--- src/rtl/regfile_writeback_queue.sv ---
// Purpose: buffers two-lane writeback results in order and drains them onto the wr1/wr2 register file ports.
// Latency: a result accepted into an empty queue is on the write port one edge later; the register file holds it one edge after that.
// Backpressure: in_ready is low whenever fewer than two slots are free; lanes are then ignored and producers hold their data.
module regfile_writeback_queue #(
    parameter int  DATA_WIDTH = 16,
    parameter int  ADDR_WIDTH = 2,
    parameter int  DEPTH      = 4,
    localparam int REGS       = 2**ADDR_WIDTH,
    localparam int PTR_W      = (DEPTH > 1) ? $clog2(DEPTH) : 1,
    localparam int CNT_W      = $clog2(DEPTH + 1)
) (
    input  logic                  clock,
    input  logic                  reset,
    input  logic                  in1_valid,
    input  logic [ADDR_WIDTH-1:0] in1_addr,
    input  logic [DATA_WIDTH-1:0] in1_data,
    input  logic                  in2_valid,
    input  logic [ADDR_WIDTH-1:0] in2_addr,
    input  logic [DATA_WIDTH-1:0] in2_data,
    output logic                  in_ready,
    output logic [ADDR_WIDTH-1:0] wr1,
    output logic [DATA_WIDTH-1:0] wr1_data,
    output logic                  wr1_enable,
    output logic [ADDR_WIDTH-1:0] wr2,
    output logic [DATA_WIDTH-1:0] wr2_data,
    output logic                  wr2_enable,
    output logic [REGS-1:0]       pending,
    output logic [CNT_W-1:0]      count
);

    typedef struct packed {
        logic [ADDR_WIDTH-1:0] addr;
        logic [DATA_WIDTH-1:0] dat;
    } entry_t;

    entry_t           mem [DEPTH];
    logic [PTR_W-1:0] head;
    logic [PTR_W-1:0] tail;
    logic [PTR_W-1:0] head_p1;
    logic [PTR_W-1:0] tail_p1;
    logic             push_1;
    logic             push_2;
    logic [1:0]       n_push;
    logic             pair_conflict;
    logic             pop_one;
    logic             pop_two;
    logic [1:0]       n_pop;
    entry_t           in1_entry;
    entry_t           in2_entry;

    assign head_p1   = head + PTR_W'(1);
    assign tail_p1   = tail + PTR_W'(1);
    assign in1_entry = '{addr: in1_addr, dat: in1_data};
    assign in2_entry = '{addr: in2_addr, dat: in2_data};

    // Readiness looks only at registered occupancy, so it never depends on this cycle's drain.
    assign in_ready = (count <= CNT_W'(DEPTH - 2));
    assign push_1   = in1_valid & in_ready;
    assign push_2   = in2_valid & in_ready;
    assign n_push   = {1'b0, push_1} + {1'b0, push_2};

    // A same-register pair would race inside the register file, so it drains one at a time.
    assign pair_conflict = (mem[head].addr == mem[head_p1].addr);
    assign pop_two       = (count >= CNT_W'(2)) && !pair_conflict;
    assign pop_one       = (count != '0) && !pop_two;
    assign n_pop         = pop_two ? 2'd2 : (pop_one ? 2'd1 : 2'd0);

    always_ff @(posedge clock or negedge reset) begin
        if (!reset) begin
            for (int i = 0; i < DEPTH; i++) begin
                mem[i] <= '0;
            end
            head       <= '0;
            tail       <= '0;
            count      <= '0;
            wr1        <= '0;
            wr1_data   <= '0;
            wr1_enable <= 1'b0;
            wr2        <= '0;
            wr2_data   <= '0;
            wr2_enable <= 1'b0;
        end else begin
            if (push_1) begin
                mem[tail] <= in1_entry;
            end
            if (push_2) begin
                mem[push_1 ? tail_p1 : tail] <= in2_entry;
            end
            tail  <= tail + PTR_W'(n_push);
            head  <= head + PTR_W'(n_pop);
            count <= count + CNT_W'(n_push) - CNT_W'(n_pop);

            wr1_enable <= pop_one | pop_two;
            wr2_enable <= pop_two;
            if (pop_one | pop_two) begin
                wr1      <= mem[head].addr;
                wr1_data <= mem[head].dat;
            end
            if (pop_two) begin
                wr2      <= mem[head_p1].addr;
                wr2_data <= mem[head_p1].dat;
            end
        end
    end

    // In-flight means still queued or sitting on a write port awaiting commit.
    always_comb begin
        pending = '0;
        for (int k = 0; k < DEPTH; k++) begin
            if (CNT_W'(k) < count) begin
                pending[mem[head + PTR_W'(k)].addr] = 1'b1;
            end
        end
        if (wr1_enable) begin
            pending[wr1] = 1'b1;
        end
        if (wr2_enable) begin
            pending[wr2] = 1'b1;
        end
    end

endmodule

--- config.mk ---
export PLATFORM = sky130hd
export DESIGN_NAME = regfile_writeback_queue
export DESIGN_NICKNAME = d
export VERILOG_FILES = /design/src/rtl/regfile_writeback_queue.sv
export SDC_FILE = /design/constraint.sdc
export NUM_CORES = 1
export LEC_CHECK = 0
export ABC_CLOCK_PERIOD_IN_PS = 2800
export CORE_MARGIN = 4
export CORE_UTILIZATION = 40
export CTS_BUF_LIST = sky130_fd_sc_hd__clkbuf_8
export DETAILED_ROUTE_END_ITERATION = 8
export DONT_BUFFER_PORTS = 1
export MAX_ROUTING_LAYER = met4
export PLACE_DENSITY = 0.65
export SETUP_SLACK_MARGIN = 0.15
export SYNTH_ARGS = -nofsm -noshare
export SYNTH_HDL_FRONTEND = slang
export SYNTH_SLANG_ARGS = --single-unit
--- constraint.sdc ---
create_clock -name clock -period 2.8 [get_ports clock]
set_input_delay 0.7 -clock clock [delete_from_list [all_inputs] [get_ports clock]]
set_output_delay 0.7 -clock clock [all_outputs]
set_load 0.05 [all_outputs]
Word level (Yosys, flattened, before mapping)
Index checks and enable logic that the tools add are counted.
Widths: inputs -> output; s select.

operators by class
  $add $sub $neg = 9
  magnitude comparators = 26
  eq/ne operators = 1
  mux-type cells = 41
  bitwise logic cells = 14
  reductions and logical operators = 13

operators with widths
  kind                 count
  $mux 18              10
  $bmux 18 s2          4
  $bwmux 72            2
  $mux 72              2
  $demux 18 s2         2
  $mux 4               6
  $or 4x4->4           5
  $ge 3x3->1 const B   6
  $lt 2x3->1 const B   6
  $not 2->3            6
  $demux 1 s2          6
  $ge 2x1->1 const B   6
  $logic_and 1x1->1    10
  $mux 1               7
  $lt 1x3->1 const A   2
  $lt 2x3->1 const A   2
  $lt 3x1->1 const B   2
  $add 2x1->2 const B  2
  $add 2x2->2          2
  $add 2x2->2 const B  2
  $mux 2               2
  $add 3x2->3          1
  $ge 3x2->1 const B   1
  $le 3x2->1 const B   1
  7 further kinds      9

word-level totals
  bits in registers = 117
  input port bits = 40
  output and inout bits = 46
  word-level logic and storage cells = 121

Depth between registers and ports, before layout
Gate-level depths: netlist (run 1).

  depth after elaboration = 19
  mapped depth = 13
  mapped depth without buffers = 11

Worst setup path before layout (run 1)
OpenSTA, ideal clock, no wires.

  path type = flip-flop to flip-flop
  start = reg count[2]
  end = reg count[2]
  setup time = 0.124 ns
  data arrival time = 2.955 ns
  required time = 2.676 ns
  setup slack = -0.278 ns
  cell stages (with the launch flop) = 13
  buffers on the path = 2
  clock period less this slack = 3.078 ns
  cell sequence = dfrtp_1 -> buf_2 -> a21o_1 -> inv_2 -> buf_2 -> and2_1 -> ha_1 -> inv_1 -> fa_1 -> inv_1 -> fa_1 -> xnor2_1 -> xnor2_1

between the ends
  elaborated cells between the ends (all ways) = 13
  classes of those cells = 3 x add/sub; 2 x order compare; 2 x mux; 2 x bitwise; 4 x reduce/logical

RTL lines
  what                                   line    source
  start, declared                        28      output logic [CNT_W-1:0] count
  start signal, assigned                 91      count <= count + CNT_W'(n_push) - CNT_W'(n_pop);
  $le 3x2->1 *                           57      assign in_ready = (count <= CNT_W'(DEPTH - 2));
  net in_ready                           20      output logic in_ready,
  $and 1x1->1, on equally long branches  58, 59
  $add 1x1->2 *                          60      assign n_push = {1'b0, push_1} + {1'b0, push_2};
  $add 3x2->3 *                          91
  $sub 3x2->3 *                          91

Mark *: on every way through the listed nets, which the timed path passes. The rest lies on a longest branch.
A chain may end at the register's enable or synchronous reset.

Worst setup path in the final report (run 1)
  start = reg head[0]
  end = out pending[3]

between the ends
  word-level cells in the longest chain between the ends = 19
  elaborated cells between the ends (all ways) = 50
  classes of those cells = 3 x add/sub; 8 x order compare; 26 x mux; 9 x bitwise; 4 x reduce/logical

RTL lines
  what                                                               line  source
  start, declared                                                    37    logic [PTR_W-1:0] head;
  start signal, assigned                                             90    head <= head + PTR_W'(n_pop);
  $add 2x1->2 or $not 2->3 (tied branches)                           111   pending[mem[head + PTR_W'(k)].addr] = 1'b1;
  $not 2->3 (not written as such) or $bmux 18 s2 (tied branches)     111
  $bmux 18 s2 or $mux 18 (tied branches)                             111
  $mux 18 (not written as such)                                      111
  $mux 18 (not written as such), or another cell as far along        111
  $lt 2x3->1 (not written as such), or another cell as far along     111
  $logic_and 1x1->1 (not written as such) or $mux 1 (tied branches)  111
  $mux 1 (not written as such) or $demux 1 s2 (tied branches)        111
  (+3 left out)                                                      n/a
  $or 4x4->4 (no line)                                               n/a
  $mux 4                                                             110   if (CNT_W'(k) < count) begin
  $or 4x4->4 (no line)                                               n/a
  $mux 4 *                                                           110
  $or 4x4->4 (no line)                                               n/a
  $mux 4 *                                                           114   if (wr1_enable) begin
  $or 4x4->4 (no line)                                               n/a
  $mux 4 *                                                           117   if (wr2_enable) begin
  end, declared                                                      27    output logic [REGS-1:0] pending,

Every way passes the cells marked *; elsewhere a longest branch is shown, timed or not. The select of a mux whose other input is x is not followed.

==> results of run 1 <==
-- routing by layer --
metal	global-route usage [%]	vias to the layer above	share of wire, %
met4	4.93	0	1.0
met2	29.6	130	50
li1	-	2010	-
met5	-	-	0
met3	5.53	13	7.6
met1	23.3	2250	41
-- timing repair --
| item | 4_1_cts | 5_1_grt |
|---|---|---|
| endpoints found under the setup margin | 6 | 6 |
| setup buffers | 7 | 4 |
| resized for setup | 8 | 12 |
| hold endpoints to repair | 117 | 117 |
| pin swaps | 5 | 6 |
-- flip-flops by register name, summed over array words and instances, names as in the netlist --
signal	flops
wr2_enable	1
head	2
wr2	2
count	3
mem	72
wr1	2
wr1_enable	1
wr2_data	16
wr1_data	16
tail	2
-- logic make-up after synthesis --
group	Yosys count	share of synthesized area (%)
multiplexers	147	32.1
adder cells (fa/ha/maj)	11	2.35
AND/OR/NAND/NOR	118	7.93
flip-flops	117	45.1
buffers and inverters	49	3.88
XOR/XNOR	8	1.08
AO/OA/AOI/OAI	89	7.50
-- critical path, cell delays in order, from the launching register on --
cell     delay [ns]
dfrtp_2        0.41
buf_12         0.13
buf_6          0.09
mux4_2         0.55
buf_4          0.17
a31oi_1        0.17
nand3_1        0.12
buf_6          0.17
-- cell type report --
cell class	instances	area share, %
Multi-Input combinational cell	373	46.0
Sequential cell	117	39.6
Timing Repair Buffer	44	5.32
Clock buffer	20	3.71
Tap cell	216	3.65
Clock inverter	11	1.16
Inverter	12	0.608
-- Yosys cell counts, types with 2 or more instances --
master	instances	area, um2
mux4_2	39	878
a21oi_1	74	370
nor2b_1	3	18.8
nor3b_1	5	37.5
buf_2	12	60.1
o2111ai_1	2	17.5
clkbuf_1	16	60.1
nor2_1	79	297
ha_1	9	113
mux2_2	17	191
inv_1	11	41.3
mux2_4	17	255
xnor2_1	8	70.1
buf_4	2	15.0
nand3b_1	5	37.5
dfrtp_1	117	2930
fa_1	2	40.0
nor3_1	5	25.0
mux2i_1	72	721
nand3_1	8	40.0
o211ai_1	3	22.5
buf_6	6	67.6
nand2_1	10	37.5
-- placed cells by master, fill, tap and decap left out, types with 13 or more instances in the layout --
master    synthesis  routed
clkbuf_8          0      20
a21oi_1          74      73
mux2i_1          72      72
buf_4             2      35
nor2_1           79      77
inv_1            11      13
mux4_2           39      40
mux2_2           17      17
mux2_4           17      17
dfrtp_1         117     113
-- path summary, 6_finish.rpt --
path | start | to | slack [ns] | cells past startpoint
worst max-delay path | head[0] | pending[3] | -0.13 | 7
worst min-delay path | reset | wr1_data[5] | -0.04 | 0
worst min register to register | mem[3] | mem[3] | 0.60 | 2
max in group asynchronous | reset | head[0] | 2.59 | 0
min in group clock | in2_data[13] | mem[13] | 0.43 | 2
worst max register to register | head[0] | count[2] | -0.02 | 11
-- stage by stage --
step	util [%]	hold WS, ns	std cells	instance area (um2)	worst slack [ns]
CTS	46.1	-0.0675	789	7320	-0.158
global placement	43.2	0.407	751	6860	0.0786
finish	46.7	-0.0357	793	7410	-0.130
global route	46.7	-0.0779	793	7410	-0.210
detailed placement	43.2	0.407	751	6860	-0.0426
floorplan	-	0.404	539	6520	0.00444
==> impl_metrics.env, run 1 <==
export IMPL_status="finished with violations"
export IMPL_violations="negative hold slack, negative setup slack"
export IMPL_relSlewSlack_pct=56.4
export IMPL_grt_pass1_vias=4528
export IMPL_start_util_pct=40.8
export IMPL_ys_async_sr_fraction_pct=100
export IMPL_min_period_over_period_pct=105
export IMPL_multi_input_area_mm2=0.00341
export IMPL_synth_area_mm2=0.00649
export IMPL_gp_congestion=0.807
export IMPL_cts_max_level=4
export IMPL_worst_skew_pair_late_latency_ns=0.43
export IMPL_first_iter_violations=355
export IMPL_num_rows=46
export IMPL_ys_warn_count=0
export IMPL_arrival_ns=2.23
export IMPL_ys_flop_type="dfrtp_1"
export IMPL_via_per_inst=5.55
export IMPL_grt_usage_pct=18.6
export IMPL_drive_gt1_share_pct=29.3
export IMPL_setup_worst_path_end_class="primary output"
export IMPL_wirelength_um=16000
export IMPL_rsz0062_at_grt="true"
export IMPL_required_ns=2.10
export IMPL_register_area_mm2=0.00293
export IMPL_cts_buffers=17
export IMPL_hold_ws_ns=-0.0357
export IMPL_finalWorstSetupSlack_ns=-0.130
export IMPL_fin_skew_ns=0.0122
export IMPL_hold_violations=49
export IMPL_io_pins=86
export IMPL_start_kind="register"
export IMPL_clk_pin_slew_ns=0.07
export IMPL_grt_pass1_wl_um=25500
export IMPL_grt_max_degree=118
export IMPL_cts_root_buf="clkbuf_8"
export IMPL_detail_route_antenna_nets=0
export IMPL_die_h_um=135
export IMPL_synth_nets=590
export IMPL_fmax_mhz=341
export IMPL_die_area_mm2=0.0183
export IMPL_first_pass_iters=4
export IMPL_syn_inst=539
export IMPL_yosysSeqAreaShare_pct=45.1
export IMPL_synth_edf_count=0
export IMPL_layout_nets=616
export IMPL_min_period_ns=2.93
export IMPL_dp_hpwl_um=10700
export IMPL_diodes=0
export IMPL_drc_errors=0
export IMPL_vias=4403
export IMPL_drv_cap=0
export IMPL_core_region_area_mm2=0.0159
export IMPL_syn2layout_area_growth_pct=14.3
export IMPL_synth_cell_types=40
export IMPL_cts_sinks=117
export IMPL_die_w_um=135
export IMPL_grt_overflow=0
export IMPL_final_max_slew_viol_count=0
export IMPL_avgRoutedWirePerCell_um=20.2
export IMPL_portBuffers=0
export IMPL_setup_tns_ns=-0.337
export IMPL_max_slew_worst_pin_slew_ns=0.654
export IMPL_min_path_type="primary input to asynchronous set/reset pin"
export IMPL_cts_path_max_buffers=2
export IMPL_tritoncts="built"
export IMPL_setup_viol=5
export IMPL_n_fill_cell=1448
export IMPL_crit_fanout=5
export IMPL_avgSynthCellArea_um2=12.0
export IMPL_antenna_found_initial=0
export IMPL_ys_ff_latch=117
export IMPL_critPathKind="register to primary output"
Power of run 1 is left out: the tool's default activity adds up to more than one toggle a clock period on the data nets, which glitch-free logic cannot reach.
==> inputs of run 2 (changes only) <==
Settings changed: ABC_CLOCK_PERIOD_IN_PS 2800 to 3400, HOLD_SLACK_MARGIN from default to 0.02, PLACE_DENSITY 0.65 to 0.63.
Clock period 2.8 ns to 3.4 ns, I/O delays scaled along.
==> run 2 against run 1 <==
Effect of this change: the flow now finishes without violations; critical path type unchanged; global-route usage decreased by 0.18 points; die area did not move; highest routed layer unchanged; flip-flop and latch count stayed put; first-iteration DRC count decreased by 5.1%.
==> impl_metrics.env, run 2 (synthesis gave the netlist of run 1 again) <==
export IMPL_io_pins=86
export IMPL_cts_sinks=117
export IMPL_post_place_cells=745
export IMPL_wirelength_um=15800
export IMPL_reg2reg_to="count[2]"
export IMPL_critPathKind="register to primary output"
export IMPL_die_area_mm2=0.0183
export IMPL_die_h_um=135
export IMPL_dp_hpwl_um=10800
export IMPL_mostFrequentLayoutCells="dfrtp_1, nor2_1, a21oi_1"
export IMPL_first_iter_violations=337
export IMPL_reg2regPathDepth=9
export IMPL_min_period_ns=3.11
export IMPL_clk_pin_slew_ns=0.07
export IMPL_cts_max_level=4
export IMPL_highest_layer="met4"
export IMPL_start_util_pct=40.8
export IMPL_max_slew_worst_pin_slew_ns=0.772
export IMPL_crit_fanout=18
export IMPL_arrival_ns=2.26
export IMPL_hold_ws_ns=0.113
export IMPL_relSlewSlack_pct=48.4
export IMPL_crit_slowest_cell="mux4_2"
export IMPL_wl_met1_um=6400
export IMPL_antenna_found_initial=0
export IMPL_cpPeakStageDelay_ns=0.59
export IMPL_reg_top3="mem x72, wr1_data x16, wr2_data x16"
export IMPL_fmax_mhz=322
export IMPL_rsz0062_at_grt="true"
export IMPL_syn2layout_area_growth_pct=11.7
export IMPL_path_cells="buf_6 > mux4_2 > a22o_1 > nand2_1 > nand3_1 > buf_4"
export IMPL_final_common_cell="dfrtp_1"
export IMPL_via_per_inst=5.57
export IMPL_drv_cap=0
export IMPL_largest_reg_flops=72
export IMPL_min_path_type="primary input to asynchronous set/reset pin"
export IMPL_diodes=0
export IMPL_hold_violations=0
export IMPL_setup_tns_ns=0
export IMPL_setup_worst_path_end_class="primary output"
export IMPL_final_max_slew_viol_count=0
export IMPL_grt_usage_pct=18.4
export IMPL_cts_path_max_buffers=2
export IMPL_first_pass_iters=5
export IMPL_die_w_um=135
export IMPL_tritoncts="built"
export IMPL_detail_route_antenna_nets=0
export IMPL_grt_pass1_vias=4519
export IMPL_gp_congestion=0.878
export IMPL_wl_met3_um=1140
export IMPL_setup_viol=0
export IMPL_reg2reg_from="head[0]"
export IMPL_grt_pass1_wl_um=25300
export IMPL_drive_gt1_share_pct=24.7
export IMPL_top_register="mem"
export IMPL_required_ns=2.55
export IMPL_cts_root_buf="clkbuf_8"
export IMPL_start_kind="register"
export IMPL_avgRoutedWirePerCell_um=20.2
export IMPL_reg2reg_setup_slack_ns=0.45
export IMPL_min_period_over_period_pct=91.3
export IMPL_layout_nets=601
export IMPL_num_rows=46
export IMPL_drc_errors=0
export IMPL_dr_wl_met2_um=8040
export IMPL_core_region_area_mm2=0.0159
export IMPL_grt_max_degree=118
export IMPL_cts_buffers=17
export IMPL_status="finished, final reports clean"
export IMPL_grt_overflow=0
export IMPL_vias=4342
export IMPL_worst_skew_pair_late_latency_ns=0.43
export IMPL_portBuffers=0
export IMPL_fin_skew_ns=0.00861
export IMPL_holdBufCountCts=0
export IMPL_fin_cells=779
## run 2: cell count changes in the layout (fill, tap and decap cells not counted), moves of 3 or more
cell,previous run,this run
buf_4,35,26
buf_6,5,2
bufinv_16,1,4
clkinvlp_4,2,6
xnor2_1,5,8
xnor2_2,3,0
## run 2: cell type report
cell class,count,area [um2]
Fill cell,1471,8640
Multi-Input combinational cell,373,3320
Sequential cell,117,2930
Tap cell,216,270
Clock buffer,19,262
Timing Repair Buffer,29,238
Clock inverter,13,180
Inverter,12,45.0
## run 2: per-layer routing
layer	vias up	global-route usage, %
met3	15	5.53
met1	2200	22.9
met4	0	4.54
met2	142	29.6
met5	-	-
li1	1985	-
## run 2: how the worst max path moves through the flow
stage	startpoint	cells after the start	slack, ns	endpoint
3_5_place_dp	head[0]	8	0.48	count[2]
3_3_place_gp	head[0]	8	0.54	count[2]
4_1_cts	head[0]	5	0.16	pending[2]
6_report	head[1]	6	0.29	pending[3]
5_1_grt	head[1]	6	0.11	pending[3]
2_1_floorplan	count[2]	12	0.32	count[2]
## run 2: critical path: cells and delay by family (launching register included)
family	cells	cell delay (ns)
compound gates	1	0.20
mux	1	0.59
flops	1	0.44
simple gates	2	0.14
buf+inv	2	0.45
## run 2: repair_timing
action | in CTS | in global routing
setup endpoints to repair | 2 | 3
setup buffers | 0 | 2
resized for setup | 1 | 1
## run 2: through the flow
step                      util (%)  area, um2  setup WS [ns]
after floorplan                  -       6490          0.322
after global routing          45.6       7240          0.114
final                         45.6       7240          0.295
after CTS                     45.4       7210          0.161
after detailed placement      42.6       6770          0.483
after global placement        42.6       6770          0.539
Power of run 2 is left out for the same reason.
==> inputs of run 3 (changes only) <==
Settings changed: GPL_TIMING_DRIVEN from default to 1.
==> results of run 3 <==
The final DEF is identical to that of run 2; final timing and power are the same.
Power of run 3 is left out for the same reason.
